==> config.mk <==
export PLATFORM = sky130hd
export DESIGN_NAME = ccr_unit
export DESIGN_NICKNAME = d
export VERILOG_FILES = /design/src/rtl/ccr_pkg.sv /design/src/rtl/ccr_cond_eval.sv /design/src/rtl/ccr_unit.sv
export SDC_FILE = /design/constraint.sdc
export NUM_CORES = 1
export LEC_CHECK = 0
export CAP_MARGIN = 20
export CORE_AREA = 2 2 41 43
export CTS_CLUSTER_SIZE = 12
export DETAILED_ROUTE_END_ITERATION = 12
export DIE_AREA = 0 0 43 45
export MAX_ROUTING_LAYER = met4
export PLACE_DENSITY_LB_ADDON = 0.25
export SYNTH_ARGS = -nofsm -noshare
export SYNTH_HDL_FRONTEND = slang
export SYNTH_SLANG_ARGS = --single-unit
==> constraint.sdc <==
create_clock -name clk -period 1.36 [get_ports clk]
set_clock_uncertainty 0.2 [all_clocks]
set_input_delay 0.136 -clock clk [delete_from_list [all_inputs] [get_ports clk]]
set_output_delay 0.136 -clock clk [all_outputs]
set_load 0.02 [all_outputs]
==> src/rtl/ccr_pkg.sv <==
// Shared definitions for the condition-code register: flag positions,
// branch-condition and interrupt-state encodings, and the per-opcode flag
// write masks that the control unit drives onto flag_mask.
package ccr_pkg;

   localparam int CCR_NFLAGS = 4;

   // Bit positions inside the CCR
   localparam int FLAG_Z = 0;
   localparam int FLAG_N = 1;
   localparam int FLAG_C = 2;
   localparam int FLAG_V = 3;

   typedef logic [CCR_NFLAGS-1:0] flags_t;

   // Conditional-branch selector, one code per flag
   typedef enum logic [1:0] {
      BR_Z = 2'b00,
      BR_N = 2'b01,
      BR_C = 2'b10,
      BR_V = 2'b11
   } br_cond_e;

   // Interrupt shadow state: IN_ISR means the shadow holds saved flags
   typedef enum logic {
      ST_IDLE   = 1'b0,
      ST_IN_ISR = 1'b1
   } isr_state_e;

   // Flag write masks per opcode class, bit order {V,C,N,Z}
   localparam flags_t MASK_ADD = 4'b1111;
   localparam flags_t MASK_SUB = 4'b1111;
   localparam flags_t MASK_AND = 4'b0011;
   localparam flags_t MASK_OR  = 4'b0011;
   localparam flags_t MASK_NOT = 4'b0011;
   localparam flags_t MASK_NEG = 4'b0011;
   localparam flags_t MASK_RLC = 4'b0111;
   localparam flags_t MASK_RRC = 4'b0111;
   localparam flags_t MASK_INC = 4'b1111;
   localparam flags_t MASK_DEC = 4'b1111;
   localparam flags_t MASK_NONE = 4'b0000;

   // Opcode classes the control unit decodes into a flag mask
   typedef enum logic [3:0] {
      OP_ADD,
      OP_SUB,
      OP_AND,
      OP_OR,
      OP_NOT,
      OP_NEG,
      OP_RLC,
      OP_RRC,
      OP_INC,
      OP_DEC,
      OP_OTHER
   } alu_op_e;

   // Opcode class to flag write mask; non-ALU opcodes leave the CCR alone
   function automatic flags_t op_flag_mask(input alu_op_e op);
      flags_t m;
      case (op)
         OP_ADD:  m = MASK_ADD;
         OP_SUB:  m = MASK_SUB;
         OP_AND:  m = MASK_AND;
         OP_OR:   m = MASK_OR;
         OP_NOT:  m = MASK_NOT;
         OP_NEG:  m = MASK_NEG;
         OP_RLC:  m = MASK_RLC;
         OP_RRC:  m = MASK_RRC;
         OP_INC:  m = MASK_INC;
         OP_DEC:  m = MASK_DEC;
         default: m = MASK_NONE;
      endcase
      return m;
   endfunction

   // Pack the individual ALU flag wires into CCR bit order
   function automatic flags_t pack_flags(input logic c, input logic z,
                                         input logic n, input logic v);
      flags_t f;
      f         = '0;
      f[FLAG_Z] = z;
      f[FLAG_N] = n;
      f[FLAG_C] = c;
      f[FLAG_V] = v;
      return f;
   endfunction

endpackage

==> src/rtl/ccr_cond_eval.sv <==
// Branch-condition selector: picks the CCR bit named by br_cond and also
// reports which bit that is as a one-hot mask. Purely combinational so the
// control unit can reuse it for static condition checks.
module ccr_cond_eval
   import ccr_pkg::*;
(
   input  logic [CCR_NFLAGS-1:0] ccr,
   input  logic [1:0]            br_cond,
   output logic                  sel_bit,
   output logic [CCR_NFLAGS-1:0] sel_mask
);

   // Select the flag bit and its one-hot position for the requested condition
   always_comb begin
      // NOTE: every output gets a default first so no path through the case
      // leaves it unassigned and infers a latch.
      sel_bit  = 1'b0;
      sel_mask = '0;
      case (br_cond_e'(br_cond))
         BR_Z: begin
            sel_bit          = ccr[FLAG_Z];
            sel_mask[FLAG_Z] = 1'b1;
         end
         BR_N: begin
            sel_bit          = ccr[FLAG_N];
            sel_mask[FLAG_N] = 1'b1;
         end
         BR_C: begin
            sel_bit          = ccr[FLAG_C];
            sel_mask[FLAG_C] = 1'b1;
         end
         BR_V: begin
            sel_bit          = ccr[FLAG_V];
            sel_mask[FLAG_V] = 1'b1;
         end
         default: begin
            sel_bit  = 1'b0;
            sel_mask = '0;
         end
      endcase
   end

endmodule

==> src/rtl/ccr_unit.sv <==
// Condition-code register. Merges masked ALU flag updates, branch
// clear-on-taken and SETC/CLRC into the architectural flags, and saves /
// restores them around an interrupt through a one-deep shadow register.
// Protocol misuse (nested save, stray restore, conflicting requests,
// SETC+CLRC together) raises a sticky seq_err until reset.
module ccr_unit
   import ccr_pkg::*;
#(
   parameter int NFLAGS = CCR_NFLAGS
) (
   input  logic              clk,
   input  logic              rst,
   input  logic              alu_valid,
   input  logic              alu_c,
   input  logic              alu_z,
   input  logic              alu_n,
   input  logic              alu_v,
   input  logic [NFLAGS-1:0] flag_mask,
   input  logic              setc,
   input  logic              clrc,
   input  logic              br_valid,
   input  logic [1:0]        br_cond,
   output logic              br_taken,
   input  logic              int_save,
   input  logic              int_restore,
   output logic [NFLAGS-1:0] ccr,
   output logic              isr_active,
   output logic              seq_err
);

   isr_state_e state_q;
   isr_state_e state_d;
   flags_t     shadow_q;

   // Flag datapath intermediates, one per update stage
   flags_t alu_flags;
   flags_t alu_wr;
   flags_t after_alu;
   flags_t after_br;
   flags_t after_c;
   flags_t ccr_d;

   // Branch selection and interrupt request decode
   logic   cond_bit;
   flags_t cond_sel;
   logic   both_req;
   logic   save_req;
   logic   restore_req;
   logic   save_acc;
   logic   restore_acc;
   logic   carry_conflict;
   logic   proto_err;

   ccr_cond_eval u_cond_eval (
      .ccr      (ccr),
      .br_cond  (br_cond),
      .sel_bit  (cond_bit),
      .sel_mask (cond_sel)
   );

   // Branch outcome is taken from the registered flags only, never from
   // this cycle's ALU result
   assign br_taken = br_valid & cond_bit;

   // Interrupt requests: asserting both at once cancels both
   assign both_req    = int_save & int_restore;
   assign save_req    = int_save & ~int_restore;
   assign restore_req = int_restore & ~int_save;
   assign save_acc    = save_req    & (state_q == ST_IDLE);
   assign restore_acc = restore_req & (state_q == ST_IN_ISR);

   assign carry_conflict = setc & clrc;

   // Any protocol violation this cycle feeds the sticky error flag
   assign proto_err = both_req
                    | (save_req    & (state_q == ST_IN_ISR))
                    | (restore_req & (state_q == ST_IDLE))
                    | carry_conflict;

   // Next-flag computation: ALU write, branch clear, carry force, restore
   always_comb begin
      alu_flags = pack_flags(alu_c, alu_z, alu_n, alu_v);
      alu_wr    = alu_valid ? flag_mask : '0;

      // Masked ALU write
      after_alu = (ccr & ~alu_wr) | (alu_flags & alu_wr);

      // A taken branch clears its flag unless the ALU just wrote that bit
      after_br = after_alu;
      if (br_taken) begin
         after_br = after_alu & ~(cond_sel & ~alu_wr);
      end

      // SETC / CLRC; both together leaves C alone
      after_c = after_br;
      if (setc && !clrc) begin
         after_c[FLAG_C] = 1'b1;
      end else if (clrc && !setc) begin
         after_c[FLAG_C] = 1'b0;
      end

      // An accepted restore overrides everything above
      ccr_d = restore_acc ? shadow_q : after_c;
   end

   // Interrupt FSM next state
   always_comb begin
      state_d = state_q;
      case (state_q)
         ST_IDLE:   if (save_acc)    state_d = ST_IN_ISR;
         ST_IN_ISR: if (restore_acc) state_d = ST_IDLE;
         default:   state_d = ST_IDLE;
      endcase
   end

   // Interrupt FSM outputs, decoded straight from the state register
   always_comb begin
      isr_active = (state_q == ST_IN_ISR);
   end

   // Interrupt FSM state register
   always_ff @(posedge clk) begin
      // NOTE: sequential state uses non-blocking assignments so every
      // register samples the pre-edge values of the others.
      if (rst) begin
         state_q <= ST_IDLE;
      end else begin
         state_q <= state_d;
      end
   end

   // Architectural flags, shadow copy and sticky error
   always_ff @(posedge clk) begin
      // NOTE: the shadow is reset as well even though it is only read after
      // a save, so a restore never exposes an X-valued flag.
      if (rst) begin
         ccr      <= '0;
         shadow_q <= '0;
         seq_err  <= 1'b0;
      end else begin
         ccr <= ccr_d;
         if (save_acc) begin
            shadow_q <= ccr;
         end
         if (proto_err) begin
            seq_err <= 1'b1;
         end
      end
   end

endmodule

==> run summary <==
Gate power share - 29.6%
Final Cycle Share - 120%
Internal - 539 uW
Worst-Skew Late Latency - 0.26 ns
Buffers on Ports - 24
TritonCTS buffer count - 3
clock share of power - 26.6%
Worst Hold Class - input pin to register
total number of vias - 596
Net Sw Frac - 26.2%
row count - 14
clk slew on worst S/H paths - 0.06 ns
violated checks - setup timing
crit end category - output pin
GRT overflow - 0
YS warnings - 0
fraction of layout cells with a size suffix above 1 - 35.0%
gpl congestion - 0.750
MaxCap Viol Count - 0
DRT Pass-1 Iters - 4
number of routed nets with antenna violations - 0
CTS HTree Levels - 1
xor/xnor share of the synthesized area - 0%
synthesized cell area - 543 um2
multiplexer share of the synthesized area - 13.4%
NumNets Final - 123
filler cell count in the final layout - 138
final worst path period need - 1.63 ns
half-perimeter wire length after placement - 1250 um
GRT Util Overall - 18.3%
Flop pwr share - 43.8%
CP Class - register to output pin
clock buffer depth - 2
fin cells - 119
Cells after Synth - 60
Worst Tran Pin Value - 0.264 ns
register area - 205 um2
Seq/Total Area, Yosys - 36.9%
first-pass GRT wire length - 2500 um
LEAKAGE - 0.419 nW
CTS sink count - 10
I/O pins - 25
Fin Hold WS - 0.267 ns
syn avg cell area - 9.05 um2
dominant cell type by area after synthesis - dfxtp_1
required time worst endpoint - 1.02 ns
die area - 0.00194 mm2
Routed WL per cell - 12.5 um
DRC - 0
Main synth FF type - dfxtp_1
most common cell in the netlist - dfxtp_1
Async SR Flop Fraction - 0%
largest family of logic cells by synthesized area - simple AND/OR/NAND/NOR gates
CTS tree - yes
commonest cells in the netlist - dfxtp_1, nor2_1, nand2_1
diode count - 0
setup bufs post-CTS - 0
Synth area leaders - dfxtp_1, mux2i_1, nor2_1, a311oi_1, nand3_1
Layout area overhead - 73.0%
Die Y - 45 um
largest net degree at the start of global routing - 9
switching pwr - 191 uW
post-synthesis compound-gate area fraction - 16.4%
die width - 43 um
number of global-route vias before repair - 588
Final Worst Setup Slack - -0.274 ns
DRT iter0 DRCs - 6
Seq cells post-synth - 10
Simple-Gate Fraction of Synth Area - 29.3%
Netlist cell types - 25
Place WS - -0.811 ns
initial antenna violation count - 0
effective utilization at floorplan - 36.9%
FMAX - 0.612 GHz
fin. max-slew vios - 0
core area - 0.00147 mm2
area of the multi-input gates - 330 um2
EDFF count, synth - 0
dpl cells - 116
WL final - 1490 um
RSZ-0062 raised after global routing - true
vias per inst - 5.01
Worst setup SP type - register
Mapped Nets - 78
post-synth top area share - 36.9%
Setup Viol. Count Final - 1
peak supply drop - 774 uV
PwrDens - 777 mW/mm2
outcome - finished, violations left
Worst Hold Depth - 3
CTS root buf - clkbuf_4
largest fanout on the critical path - 2
R2R depth - 4
Crit path arrival time - 1.30 ns
Max-Slew Margin vs Limit - 82.2%
Hold Violations, Final - 0
Synth Area in Adders - 0%
[final cells by class]
cell class                 count  share of cell area, %
sequential                    10                   21.8
multi-input combinational     46                   35.2
inverter                       2                  0.799
timing repair buffer          42                   37.7
tap                           16                   2.13
clock buffer                   3                   2.40
[stage by stage]
| step | util (%) | TNS [ns] | instance area (um2) | total power, mW |
|---|---|---|---|---|
| 2_1_floorplan | - | 0 | 551 | 0.411 |
| 3_3_place_gp | 63.3 | -2.05 | 931 | 0.547 |
| 3_5_place_dp | 63.3 | -2.34 | 931 | 0.552 |
| 4_1_cts | 64.6 | -0.282 | 951 | 0.739 |
| 5_1_grt | 63.9 | -0.305 | 940 | 0.767 |
| 6_report | 63.9 | -0.274 | 940 | 0.730 |
[sequential cells by signal, summed over array words and instances, names as in the netlist]
signal and flops:
seq_err 1, ccr 4, isr_active 1, shadow_q 4
[logic make-up (layout without fill, tap and decap cells)]
group,Yosys count,count (layout)
AOI/OAI and AO/OA,12,12
buffers and inverters,4,47
and+or+nand+nor,28,28
DFF,10,10
muxes,6,6
[repair_timing]
action	in CTS	in global routing
resized for setup	17	7
gates cloned	0	0
hold buffers	0	0
pin swaps	1	1
endpoints found under the setup margin	7	8
[worst paths after layout]
check,slack (ns),start,endpoint
worst min register to register,0.30,shadow_q[0],ccr[0]
worst min-delay path,0.27,alu_n,ccr[1]
worst max register to register,0.10,isr_active,shadow_q[3]
worst max-delay path,-0.27,ccr[3],br_taken
[power by group through the flow]
stage | sequential [mW] | clock [mW] | combinational [mW]
after global placement | 0.326 | 0 | 0.221
after CTS | 0.320 | 0.200 | 0.219
after detailed placement | 0.327 | 0 | 0.225
final | 0.320 | 0.194 | 0.216
after global routing | 0.322 | 0.210 | 0.235
after floorplan | 0.345 | 0 | 0.0664
[metal layers]
layer / global-route usage (%) / part of all wire [%] / wire [um] / vias up
met5: - / 0 / 0 / -
met4: 3.64 / 0.67 / 10 / 0
met3: 6.00 / 3.7 / 55 / 2
met2: 31.2 / 52 / 772 / 9
met1: 21.3 / 44 / 654 / 274
li1: - / - / - / 311
[worst max-delay path: stages (launching register included)]
cell,delay (ns)
dfxtp_2,0.32
mux4_2,0.45
and2_4,0.15
buf_6,0.12
[cells in the final DEF (no fill, tap or decap), drive strengths merged]
cell type,instances
a2111o,1
a21oi,3
a311oi,3
a31oi,1
and2,2
buf,19
clkbuf,7
clkdlybuf4s15,1
clkdlybuf4s50,16
dfxtp,10
dlygate4sd2,2
inv,2
mux2i,5
mux4,1
nand2,6
nand2b,1
nand3,5
nand3b,1
nor2,8
nor2b,3
nor3b,2
o211ai,1
o21ai,1
o311ai,1
o41ai,1
Power figures use the tool's default switching activity.
